==> src/rtl/instr_fetch_responder.sv <==
// Fetch-stage responder: one instruction read per fetch strobe, returns the opcode, advances the PC.
// Latency: fetch_start at N -> mem_req at N+1 -> fetch_done at N+2 minimum; every output is registered.
// Backpressure: mem_req/mem_addr are held until mem_ready arrives; fetch_start is ignored while busy.
//
// Ports: control side (fetch_start, pc_load, pc_load_val -> opcode, instr, pc, busy,
//        fetch_done, fetch_err); memory side (mem_req, mem_addr -> mem_rdata, mem_ready).
// Optional feature: define FETCH_TIMEOUT_EN to abort a read after TIMEOUT cycles without
//        mem_ready (fetch_err pulse). When it is undefined, REQ waits forever and fetch_err is 0.
module instr_fetch_responder #(
    parameter int unsigned ADDR_W   = 32,
    parameter int unsigned DATA_W   = 32,
    parameter int unsigned PC_STEP  = 4,
    parameter int unsigned RESET_PC = 0,
    parameter int unsigned TIMEOUT  = 15
) (
    input  logic              clk,
    input  logic              reset_n,
    input  logic              fetch_start,
    input  logic              pc_load,
    input  logic [ADDR_W-1:0] pc_load_val,
    output logic              mem_req,
    output logic [ADDR_W-1:0] mem_addr,
    input  logic [DATA_W-1:0] mem_rdata,
    input  logic              mem_ready,
    output logic [DATA_W-1:0] instr,
    output logic [5:0]        opcode,
    output logic [ADDR_W-1:0] pc,
    output logic              busy,
    output logic              fetch_done,
    output logic              fetch_err
);

    typedef enum logic [1:0] {IDLE = 2'd0, REQ = 2'd1, DONE = 2'd2} state_t;

    state_t            state_q,    state_d;
    logic [ADDR_W-1:0] pc_q,       pc_d;
    logic [ADDR_W-1:0] mem_addr_q, mem_addr_d;
    logic              mem_req_q,  mem_req_d;
    logic [DATA_W-1:0] instr_q,    instr_d;
    logic              busy_q,     busy_d;
    logic              done_q,     done_d;
    logic              err_q,      err_d;
    // A pc_load seen mid-fetch is parked here and replaces the increment at completion.
    logic              pend_vld_q, pend_vld_d;
    logic [ADDR_W-1:0] pend_val_q, pend_val_d;

`ifdef FETCH_TIMEOUT_EN
    localparam int unsigned CNT_W = $clog2(TIMEOUT + 1);
    logic [CNT_W-1:0]  cnt_q, cnt_d;
`endif

    always_comb begin
        state_d    = state_q;
        pc_d       = pc_q;
        mem_addr_d = mem_addr_q;
        mem_req_d  = mem_req_q;
        instr_d    = instr_q;
        done_d     = 1'b0;
        err_d      = 1'b0;
        pend_vld_d = pend_vld_q;
        pend_val_d = pend_val_q;
`ifdef FETCH_TIMEOUT_EN
        cnt_d      = cnt_q;
`endif
        case (state_q)
            IDLE: begin
                if (fetch_start) begin
                    state_d   = REQ;
                    mem_req_d = 1'b1;
`ifdef FETCH_TIMEOUT_EN
                    cnt_d     = '0;
`endif
                    if (pc_load) begin
                        // Branch target fetched directly; it supersedes any parked load.
                        mem_addr_d = pc_load_val;
                        pc_d       = pc_load_val;
                        pend_vld_d = 1'b0;
                    end else begin
                        mem_addr_d = pc_q;
                    end
                end else if (pc_load) begin
                    pc_d       = pc_load_val;
                    pend_vld_d = 1'b0;
                end
            end
            REQ: begin
                if (pc_load) begin
                    pend_vld_d = 1'b1;
                    pend_val_d = pc_load_val;
                end
                if (mem_ready) begin
                    instr_d    = mem_rdata;
                    mem_req_d  = 1'b0;
                    done_d     = 1'b1;
                    state_d    = DONE;
                    pend_vld_d = 1'b0;
                    if (pc_load)
                        pc_d = pc_load_val;
                    else if (pend_vld_q)
                        pc_d = pend_val_q;
                    else
                        pc_d = pc_q + ADDR_W'(PC_STEP);
                end
`ifdef FETCH_TIMEOUT_EN
                // cnt_q counts completed REQ cycles; this is the TIMEOUT-th one.
                else if (cnt_q == CNT_W'(TIMEOUT - 1)) begin
                    mem_req_d = 1'b0;
                    err_d     = 1'b1;
                    state_d   = IDLE;
                end else begin
                    cnt_d = cnt_q + 1'b1;
                end
`endif
            end
            DONE: begin
                state_d = IDLE;
                // The fetch has already retired, so a load here goes straight to the PC.
                if (pc_load)
                    pc_d = pc_load_val;
            end
            default: state_d = IDLE;
        endcase
        busy_d = (state_d != IDLE);
    end

    always_ff @(posedge clk or negedge reset_n) begin
        if (!reset_n) begin
            state_q    <= IDLE;
            pc_q       <= ADDR_W'(RESET_PC);
            mem_addr_q <= '0;
            mem_req_q  <= 1'b0;
            instr_q    <= '0;
            busy_q     <= 1'b0;
            done_q     <= 1'b0;
            err_q      <= 1'b0;
            pend_vld_q <= 1'b0;
            pend_val_q <= '0;
`ifdef FETCH_TIMEOUT_EN
            cnt_q      <= '0;
`endif
        end else begin
            state_q    <= state_d;
            pc_q       <= pc_d;
            mem_addr_q <= mem_addr_d;
            mem_req_q  <= mem_req_d;
            instr_q    <= instr_d;
            busy_q     <= busy_d;
            done_q     <= done_d;
            err_q      <= err_d;
            pend_vld_q <= pend_vld_d;
            pend_val_q <= pend_val_d;
`ifdef FETCH_TIMEOUT_EN
            cnt_q      <= cnt_d;
`endif
        end
    end

    assign mem_req    = mem_req_q;
    assign mem_addr   = mem_addr_q;
    assign instr      = instr_q;
    assign opcode     = instr_q[DATA_W-1 -: 6];
    assign pc         = pc_q;
    assign busy       = busy_q;
    assign fetch_done = done_q;
`ifdef FETCH_TIMEOUT_EN
    assign fetch_err  = err_q;
`else
    assign fetch_err  = 1'b0;
`endif

endmodule
==> config.mk <==
export PLATFORM = sky130hd
export DESIGN_NAME = instr_fetch_responder
export DESIGN_NICKNAME = d
export VERILOG_FILES = /design/src/rtl/instr_fetch_responder.sv
export SDC_FILE = /design/constraint.sdc
export NUM_CORES = 1
export LEC_CHECK = 0
export BUFFER_PORTS_ARGS = -buffer_cell sky130_fd_sc_hd__buf_2
export CORE_MARGIN = 2
export CORE_UTILIZATION = 50
export DETAILED_ROUTE_END_ITERATION = 10
export PLACE_DENSITY = 0.76
export SLEW_MARGIN = 15
export SYNTH_ARGS = -nofsm -noshare
export SYNTH_HDL_FRONTEND = slang
export SYNTH_SLANG_ARGS = --single-unit
==> constraint.sdc <==
create_clock -name clk -period 2 [get_ports clk]
set_input_delay 0.3 -clock clk [delete_from_list [all_inputs] [get_ports clk]]
set_output_delay 0.3 -clock clk [all_outputs]
set_load 0.01 [all_outputs]
==> flow_metrics.py, run 1 <==
metrics = {
    "clocking": {
        "cts_tree": "yes",
        "cts_buffers": 17,
        "clock-sinks": 134,
        "clkLatencyLatePin_ps": 420,
        "post-cts-setup-buffers": 0,
        "cts-resized-gates": 0,
        "clk_pin_slew_worst_paths_ps": 50,
        "cts_max_level": 4,
        "cts_buffer_depth": 2,
        "postCtsHoldBufs": 1,
        "root_buffer": "clkbuf_16",
    },
    "route": {
        "drtIter0Drc": 514,
        "drc": 0,
        "vias": 5988,
        "firstDrtPassIters": 5,
        "via_per_inst": 5.50,
        "ant_nets": 0,
        "avgRoutedWirePerCell_um": 16.6,
        "wirelength_um": 18000,
    },
    "logic_synthesis": {
        "syn-cell-area_mm2": 0.00668,
        "synthMuxAreaShare": 0.0841,
        "synth_edf_count": 0,
        "synth_seq_cells": 134,
        "yosysWarnings": 0,
        "synth-seq-area-share": 0.502,
        "netlist_instances": 721,
        "syn_nets": 791,
        "synth_xor_area_frac": 0.0210,
        "async_flop_share": 1.00,
        "synth.distinct_cells": 57,
        "synthAdderAreaFrac": 0.00187,
        "synth-compound-area-share": 0.146,
        "synth_top_family_by_area": "simple AND/OR/NAND/NOR gates",
        "synthFlopType": "dfrtp_1",
        "syn_avg_cell_area_um2": 9.27,
        "yosys.area_share.simple": 0.203,
    },
    "grt": {
        "grt_busiest_layer": "met2",
        "met2_usage": 0.420,
        "grt_antenna_before_repair": 0,
        "grt_max_degree": 59,
        "grt_usage": 0.261,
        "use_met3": 0.0713,
        "grt_use_met1": 0.343,
        "grt_pass1_vias": 5861,
        "grt_pass1_wl_um": 29400,
        "grt_remaining_overflow": 0,
    },
    "critical_path": {
        "end_kind": "register",
        "path_max_fanout": 10,
        "cp_top_family": "simple AND/OR/NAND/NOR gates",
        "cp_slowest_cell": "dfrtp_1",
        "crit_required_ps": 2350,
        "critical_path_class": "register to register",
        "crit_buf_inv": 0,
        "cp-start-kind": "register",
        "worstPathCellList": "and3_1 > nand4_4 > or2_1 > o2111ai_1 > o221a_1",
        "slowest_delay_ps": 460,
        "critPathArrivalTime_ps": 2160,
    },
    "place": {
        "hpwl_um": 12700,
        "gp_congestion": 0.917,
        "post-place-ws_ps": 224,
        "placed_cell_area_mm2": 0.00791,
        "place_inst": 1058,
        "port-buffer-count": 173,
    },
    "pwr": {
        "p_per_area_mw_per_mm2": 1620,
        "power_mw": 13.7,
        "vdd_ir_drop_max_mv": 0.841,
        "p_leak_nw": 4.00,
    },
    "sta": {
        "rsz0062_at_grt": "false",
        "tightest_slew_ps": 620,
        "fmax_ghz": 0.554,
        "setup_ws_ps": 197,
        "setup_viol": 0,
        "fin_tns_setup_ps": 0,
        "min_period_ps": 1800,
        "drv_slew": 0,
        "period_share": 0.902,
        "finalHoldViolCount": 0,
        "relSlewSlack": 0.584,
        "fin_worst_skew_ps": 5.69,
    },
    "finish": {
        "layout-drive-gt1-share": 0.313,
        "nNetsFinal": 972,
        "antennaDiodeCount": 0,
        "finalNonFillerCells": 1088,
        "postLayoutCellArea_mm2": 0.00844,
        "most-common-layout-cells": "buf_2 (172), nand2_1 (140), dfrtp_1 (134)",
        "syn_to_final_growth_pct": 26.2,
        "mostFrequentLayoutCell": "buf_2",
    },
    "floorplanning": {
        "num_rows": 42,
        "die_w_um": 120,
        "start_util": 0.509,
        "core_area_mm2": 0.0131,
        "die_h_um": 120,
        "dieArea_mm2": 0.0143,
        "io_pins": 175,
    },
    "min_path": {
        "hp-class": "input port to register",
    },
    "flow_run": {
        "max-cap-violations": 0,
    },
    "status": {
        "status": "completed",
    },
}
==> worst paths after layout <==
| check | from | endpoint | slack (ps) | cells after the start |
|---|---|---|---|---|
| setup / recovery | pc[8] | pc[28] | 200 | 5 |
| hold / removal | mem_rdata[1] | instr[1] | 70 | 3 |
| setup reg to reg | pc[8] | pc[28] | 200 | 5 |
| hold reg to reg | instr[25] | instr[25] | 470 | 2 |
| max in group asynchronous | reset_n | mem_addr[20] | 970 | 3 |
| min in group asynchronous | reset_n | pc[8] | 410 | 2 |
==> worst min-delay path, stage by stage <==
cell     delay [ps]
buf_2            70
nand2_1          40
nand2_1          40
==> cells by family after synthesis <==
logic type               count (synthesis)
AND/OR/NAND/NOR                        295
AO/OA/AOI/OAI                          161
flip-flops                             134
buffers and inverters                   61
multiplexers                            52
XOR/XNOR                                16
adder cells (fa/ha/maj)                  1
other                                    1
==> power breakdown <==
part | internal (mW) | total [mW] | switching [mW]
Sequential | 4.04 | 5.04 | 1.00
Clock | 1.68 | 2.76 | 1.07
Combinational | 2.63 | 5.89 | 3.27
Total | 8.35 | 13.7 | 5.34
==> sequential cells by signal (all words and copies together) (netlist names) <==
signal	flops
busy	1
state_q	2
pend_val_q	32
pend_vld_q	1
instr	32
fetch_done	1
mem_addr	32
pc	32
mem_req	1
==> layout make-up <==
| type | instances | area [um^2] |
|---|---|---|
| Clock inverter | 5 | 25.0 |
| Sequential cell | 134 | 3350 |
| Clock buffer | 24 | 492 |
| Timing Repair Buffer | 217 | 1270 |
| Multi-Input combinational cell | 526 | 3060 |
| Inverter | 6 | 22.5 |
| Fill cell | 1125 | 4700 |
| Tap cell | 176 | 220 |
==> through the flow <==
step                      utilization  hold slack (ps)
after floorplan                     -             4.41
after global placement          0.602              283
after detailed placement        0.602              288
after CTS                       0.642             56.0
after global routing            0.642             68.7
final                           0.642             71.1
==> synth_stat cells, types with 10 or more instances <==
cell | n | share of area
a21oi_1 | 53 | 0.040
nor2b_1 | 16 | 0.015
mux2i_1 | 19 | 0.028
mux2_2 | 33 | 0.056
a31oi_1 | 14 | 0.013
o21ai_0 | 39 | 0.029
buf_2 | 14 | 0.010
clkbuf_1 | 30 | 0.017
dfrtp_1 | 134 | 0.50
nand2_1 | 140 | 0.079
nor2_1 | 70 | 0.039
nand2b_1 | 10 | 0.0094
nand3_1 | 18 | 0.013
xnor2_1 | 12 | 0.016
==> metal layers <==
metal	wire (um)	part of all wire	vias to the layer above
li1	-	-	2842
met5	0	0	-
met4	236	0.013	0
met3	1230	0.068	26
met2	8640	0.48	231
met1	7940	0.44	2889
No activity file was read; power rests on OpenSTA's default activity.
==> run 2, diff against run 1 <==
- CORE_UTILIZATION: 50 -> 40
- PLACE_DENSITY: 0.76 -> not set
==> run 2 against run 1 <==
Against the previous run:
- non-clock buffer count increased by 8
- final cell count increased by 5.0%
- final area increased by 2.1%
- clock power increased by 13%
- setup slack got worse by 40 ps
- critical endpoint is now pc[20]
- sequential cell count unchanged
- sequential power decreased by 2%
- register-to-register slack got worse by 40 ps
- power increased by 3.3%
==> flow_metrics.py, run 2 (synthesis gave the netlist of run 1 again) <==
metrics = {
    "sta": {
        "min_period_ps": 1840,
        "fmax_ghz": 0.542,
        "finalHoldViolCount": 0,
        "fin_tns_setup_ps": 0,
        "hold_slack_ps": 69.1,
        "fin_worst_skew_ps": 4.92,
        "period_share": 0.922,
        "setup_ws_ps": 156,
        "rsz0062_at_grt": "false",
        "setup_viol": 0,
        "drv_slew": 0,
    },
    "floorplanning": {
        "dieArea_mm2": 0.0178,
        "core_area_mm2": 0.0165,
        "num_rows": 47,
        "io_pins": 175,
        "die_h_um": 133,
        "start_util": 0.406,
        "die_w_um": 133,
    },
    "grt": {
        "grt_usage": 0.218,
        "grt_remaining_overflow": 0,
        "grt_max_degree": 53,
        "grt_pass1_vias": 5712,
        "grt_antenna_before_repair": 0,
        "grt_pass1_wl_um": 30500,
    },
    "route": {
        "drtIter0Drc": 374,
        "ant_nets": 0,
        "via_per_inst": 5.24,
        "drc": 0,
        "wirelength_um": 18900,
        "avgRoutedWirePerCell_um": 16.5,
        "firstDrtPassIters": 5,
        "vias": 5985,
    },
    "critical_path": {
        "cp_top_family": "compound AO/OA/AOI/OAI gates",
        "cp-start-kind": "register",
        "worstPathCellList": "nand3b_1 > buf_4 > o21a_1 > a21oi_1 > nor3b_1 > a221oi_1",
        "critPathArrivalTime_ps": 2140,
        "crit_buf_inv": 1,
        "cp_slowest_cell": "dfrtp_1",
        "crit_required_ps": 2300,
        "slowest_delay_ps": 430,
        "path_max_fanout": 37,
        "reg2reg_slack_ps": 160,
        "end_kind": "register",
        "critical_path_class": "register to register",
    },
    "pwr": {
        "swShare": 0.384,
        "p_per_area_mw_per_mm2": 1640,
        "vdd_ir_drop_max_mv": 0.635,
        "power.switching_mw": 5.44,
        "seqPwrFrac": 0.349,
        "power_mw": 14.1,
        "power.share.clock": 0.221,
        "p_int_mw": 8.70,
        "combPwrFrac": 0.430,
        "p_leak_nw": 4.06,
    },
    "finish": {
        "nNetsFinal": 980,
        "antennaDiodeCount": 0,
        "final-seq-area_mm2": 0.00335,
        "syn_to_final_growth_pct": 28.8,
        "n_fill_cell": 1559,
        "utilization": 0.523,
        "multi_input_area_mm2": 0.00306,
        "finalNonFillerCells": 1142,
        "postLayoutCellArea_mm2": 0.00861,
        "mostFrequentLayoutCell": "buf_2",
        "most-common-layout-cells": "buf_2 (172), nand2_1 (140), dfrtp_1 (134)",
        "layout-drive-gt1-share": 0.322,
    },
    "flow_run": {
        "max-cap-violations": 0,
    },
    "place": {
        "port-buffer-count": 173,
        "placed_cell_area_mm2": 0.00801,
        "gp_congestion": 0.856,
        "hpwl_um": 13200,
        "post-place-ws_ps": 200,
        "place_inst": 1110,
    },
    "clocking": {
        "clk_pin_slew_worst_paths_ps": 60,
        "clock-sinks": 134,
        "cts_buffer_depth": 2,
        "cts_tree": "yes",
        "root_buffer": "clkbuf_16",
        "cts_buffers": 17,
        "clkLatencyLatePin_ps": 410,
        "cts_max_level": 4,
    },
    "min_path": {
        "hp-class": "input port to register",
    },
    "status": {
        "status": "completed",
    },
}
run 2: cell types whose count changed in the layout (fill, tap and decap cells not counted):
cell,change
bufinv_16,+2
nor2_1,-1
clkinv_2,-2
nor2_2,+1
buf_4,+9
clkinvlp_4,+3
clkbuf_1,-1
buf_12,-1
run 2: worst register-to-register path: stages (launching register included):
cell and delay, ps:
dfrtp_1 430, nand3b_1 180, buf_4 380, o21a_1 190, a21oi_1 50, nor3b_1 170, a221oi_1 330
run 2: area by class of cell:
type / instances / share of cell area
sequential: 134 / 0.389
multi-input combinational: 526 / 0.355
timing repair buffer: 225 / 0.153
clock buffer: 23 / 0.0567
tap: 220 / 0.0320
clock inverter: 8 / 0.0113
inverter: 6 / 0.00262
run 2: timing repair:
item / CTS / global route
gates resized for setup: 0 / 1
hold endpoints to repair: 44 / 0
endpoints found under the setup margin: 0 / 1
hold buffers: 1 / 0
buffers inserted: 0 / 0
run 2: path summary, 6_finish.rpt:
path,start,endpoint,cells after the start
max,state_q[1],pc[20],6
min,mem_rdata[30],instr[30],3
max reg2reg,state_q[1],pc[20],6
min reg2reg,instr[12],instr[12],2
max in group asynchronous,reset_n,instr[0],3
min in group asynchronous,reset_n,mem_addr[9],2
run 2: per-layer routing:
layer,share of wire,global-route usage
met1,0.46,0.302
met2,0.46,0.337
met3,0.064,0.0628
met4,0.0091,0.0591
met5,0,0
run 2: power groups by stage:
| stage | sequential (mW) | combinational [mW] | clock, mW |
|---|---|---|---|
| after CTS | 4.93 | 6.14 | 3.19 |
| after floorplan | 5.37 | 3.14 | 0 |
| after global placement | 4.93 | 6.04 | 0 |
| after global routing | 5.11 | 6.73 | 3.33 |
| after detailed placement | 4.93 | 6.12 | 0 |
| final | 4.93 | 6.08 | 3.13 |
==> run 3, diff against run 2 <==
- CELL_PAD_IN_SITES_DETAIL_PLACEMENT: not set -> 1
- CELL_PAD_IN_SITES_GLOBAL_PLACEMENT: not set -> 1
- PLACE_DENSITY_LB_ADDON: not set -> 0.1
==> run 3 against run 2 <==
Against the previous run:
- clock skew rose by 5.6 ps
- highest routed layer unchanged
- power grew 2.7%
- sequential power is 2% higher
- largest power group unchanged
==> flow_metrics.py, run 3 (synthesis gave the netlist of run 1 again) <==
metrics = {
    "route": {
        "firstDrtPassIters": 5,
        "vias": 6127,
        "via_per_inst": 5.40,
        "avgRoutedWirePerCell_um": 19.0,
        "drtIter0Drc": 329,
        "drc": 0,
        "ant_nets": 0,
        "wirelength_um": 21500,
    },
    "sta": {
        "fmax_ghz": 0.529,
        "period_share": 0.945,
        "relSlewSlack": 0.649,
        "rsz0062_at_grt": "false",
        "tightest_slew_ps": 523,
        "setup_viol": 0,
        "fin_worst_skew_ps": 10.5,
        "fin_tns_setup_ps": 0,
        "min_period_ps": 1890,
        "finalHoldViolCount": 0,
        "drv_slew": 0,
        "setup_ws_ps": 111,
    },
    "floorplanning": {
        "io_pins": 175,
        "num_rows": 47,
        "dieArea_mm2": 0.0178,
        "core_area_mm2": 0.0165,
        "start_util": 0.406,
        "die_w_um": 133,
        "die_h_um": 133,
    },
    "grt": {
        "grt_pass1_wl_um": 35200,
        "grt_usage": 0.250,
        "grt_pass1_vias": 6659,
        "grt_antenna_before_repair": 0,
        "grt_remaining_overflow": 0,
        "grt_max_degree": 66,
    },
    "clocking": {
        "cts_buffers": 17,
        "root_buffer": "clkbuf_16",
        "clock-sinks": 134,
        "post-cts-setup-buffers": 0,
        "clkLatencyLatePin_ps": 420,
        "cts_buffer_depth": 2,
        "cts_tree": "yes",
        "clk_pin_slew_worst_paths_ps": 60,
        "cts_max_level": 4,
    },
    "finish": {
        "most-common-layout-cells": "buf_2 (172), nand2_1 (139), dfrtp_1 (134)",
        "mostFrequentLayoutCell": "buf_2",
        "layout-drive-gt1-share": 0.319,
        "syn_to_final_growth_pct": 29.0,
        "nNetsFinal": 973,
        "antennaDiodeCount": 0,
    },
    "critical_path": {
        "r2r-start": "state_q[1]",
        "critPathArrivalTime_ps": 2170,
        "reg2reg_slack_ps": 110,
        "path_max_fanout": 12,
        "critical_path_class": "register to register",
        "reg2regPathDepth": 6,
        "end_kind": "register",
        "worstPathCellList": "nand3b_1 > buf_4 > o21a_1 > a21oi_1 > nor3b_1 > a221oi_1",
        "slowest_delay_ps": 390,
        "crit_required_ps": 2280,
        "cp_slowest_cell": "dfrtp_1",
        "regToRegEndpoint": "pc[21]",
        "cp-start-kind": "register",
    },
    "pwr": {
        "p_leak_nw": 4.05,
        "power.switching_mw": 5.74,
        "combPwrFrac": 0.425,
        "swShare": 0.395,
        "p_per_area_mw_per_mm2": 1680,
        "power.share.clock": 0.230,
        "p_int_mw": 8.78,
        "power_mw": 14.5,
        "seqPwrFrac": 0.345,
        "vdd_ir_drop_max_mv": 0.731,
    },
    "min_path": {
        "hold_path.startpoint": "mem_rdata[3]",
        "min_to": "instr[3]",
        "hp-class": "input port to register",
        "hold_depth": 3,
    },
    "place": {
        "hpwl_um": 15500,
        "port-buffer-count": 173,
        "gp_congestion": 0.882,
        "post-place-ws_ps": 130,
    },
    "flow_run": {
        "max-cap-violations": 0,
    },
    "status": {
        "status": "completed",
    },
}
[run 3: critical path: cells and delay by family (launching register included)]
family | cells | cell delay [ps]
simple gates | 2 | 590
compound gates | 3 | 490
flops | 1 | 390
buf+inv | 1 | 270
[run 3: final cells by class]
type                    count  area (um^2)
fillers                  1955         7840
flip-flops and latches    134         3350
multi-input cells         526         3060
repair buffers            218         1290
clock buffers              21          480
well taps                 220          275
clock inverters            10          144
inverters                   6         22.5
[run 3: layer usage]
layer,global-route usage,wire (um),vias to the layer above
met5,0,0,-
met3,0.0632,1070,26
met4,0.0768,327,0
li1,-,-,2860
met1,0.314,9230,3070
met2,0.426,10900,171
[run 3: timing repair]
item / CTS / global route
endpoints found under the setup margin: 0 / 1
hold buffers: 1 / 0
gates resized for setup: 0 / 1
endpoints found under the hold margin: 45 / 0
[run 3: power groups by stage]
stage	Combinational, mW	Clock (mW)	Sequential (mW)
6_report	6.18	3.34	5.01
5_1_grt	6.81	3.53	5.19
4_1_cts	6.23	3.39	5.02
2_1_floorplan	3.14	0	5.37
3_3_place_gp	5.99	0	4.94
3_5_place_dp	6.18	0	5.03
[run 3: worst max path at each step]
stage | cells after the start | startpoint | to
after detailed placement | 6 | state_q[1] | pc[21]
after CTS | 6 | state_q[1] | pc[21]
after global routing | 6 | state_q[1] | pc[21]
after floorplan | 6 | pc[19] | pc[31]
final | 6 | state_q[1] | pc[21]
after global placement | 5 | pc[24] | pc[31]
[run 3: stage by stage]
| stage | cells | instance area (um^2) | hold slack, ps | utilization |
|---|---|---|---|---|
| after floorplan | 721 | 6680 | 4.41 | - |
| after global placement | 1103 | 7990 | 260 | 0.485 |
| after detailed placement | 1103 | 7990 | 267 | 0.485 |
| after CTS | 1135 | 8620 | 47.8 | 0.523 |
| after global routing | 1135 | 8620 | 60.1 | 0.524 |
| final | 1135 | 8620 | 67.8 | 0.524 |
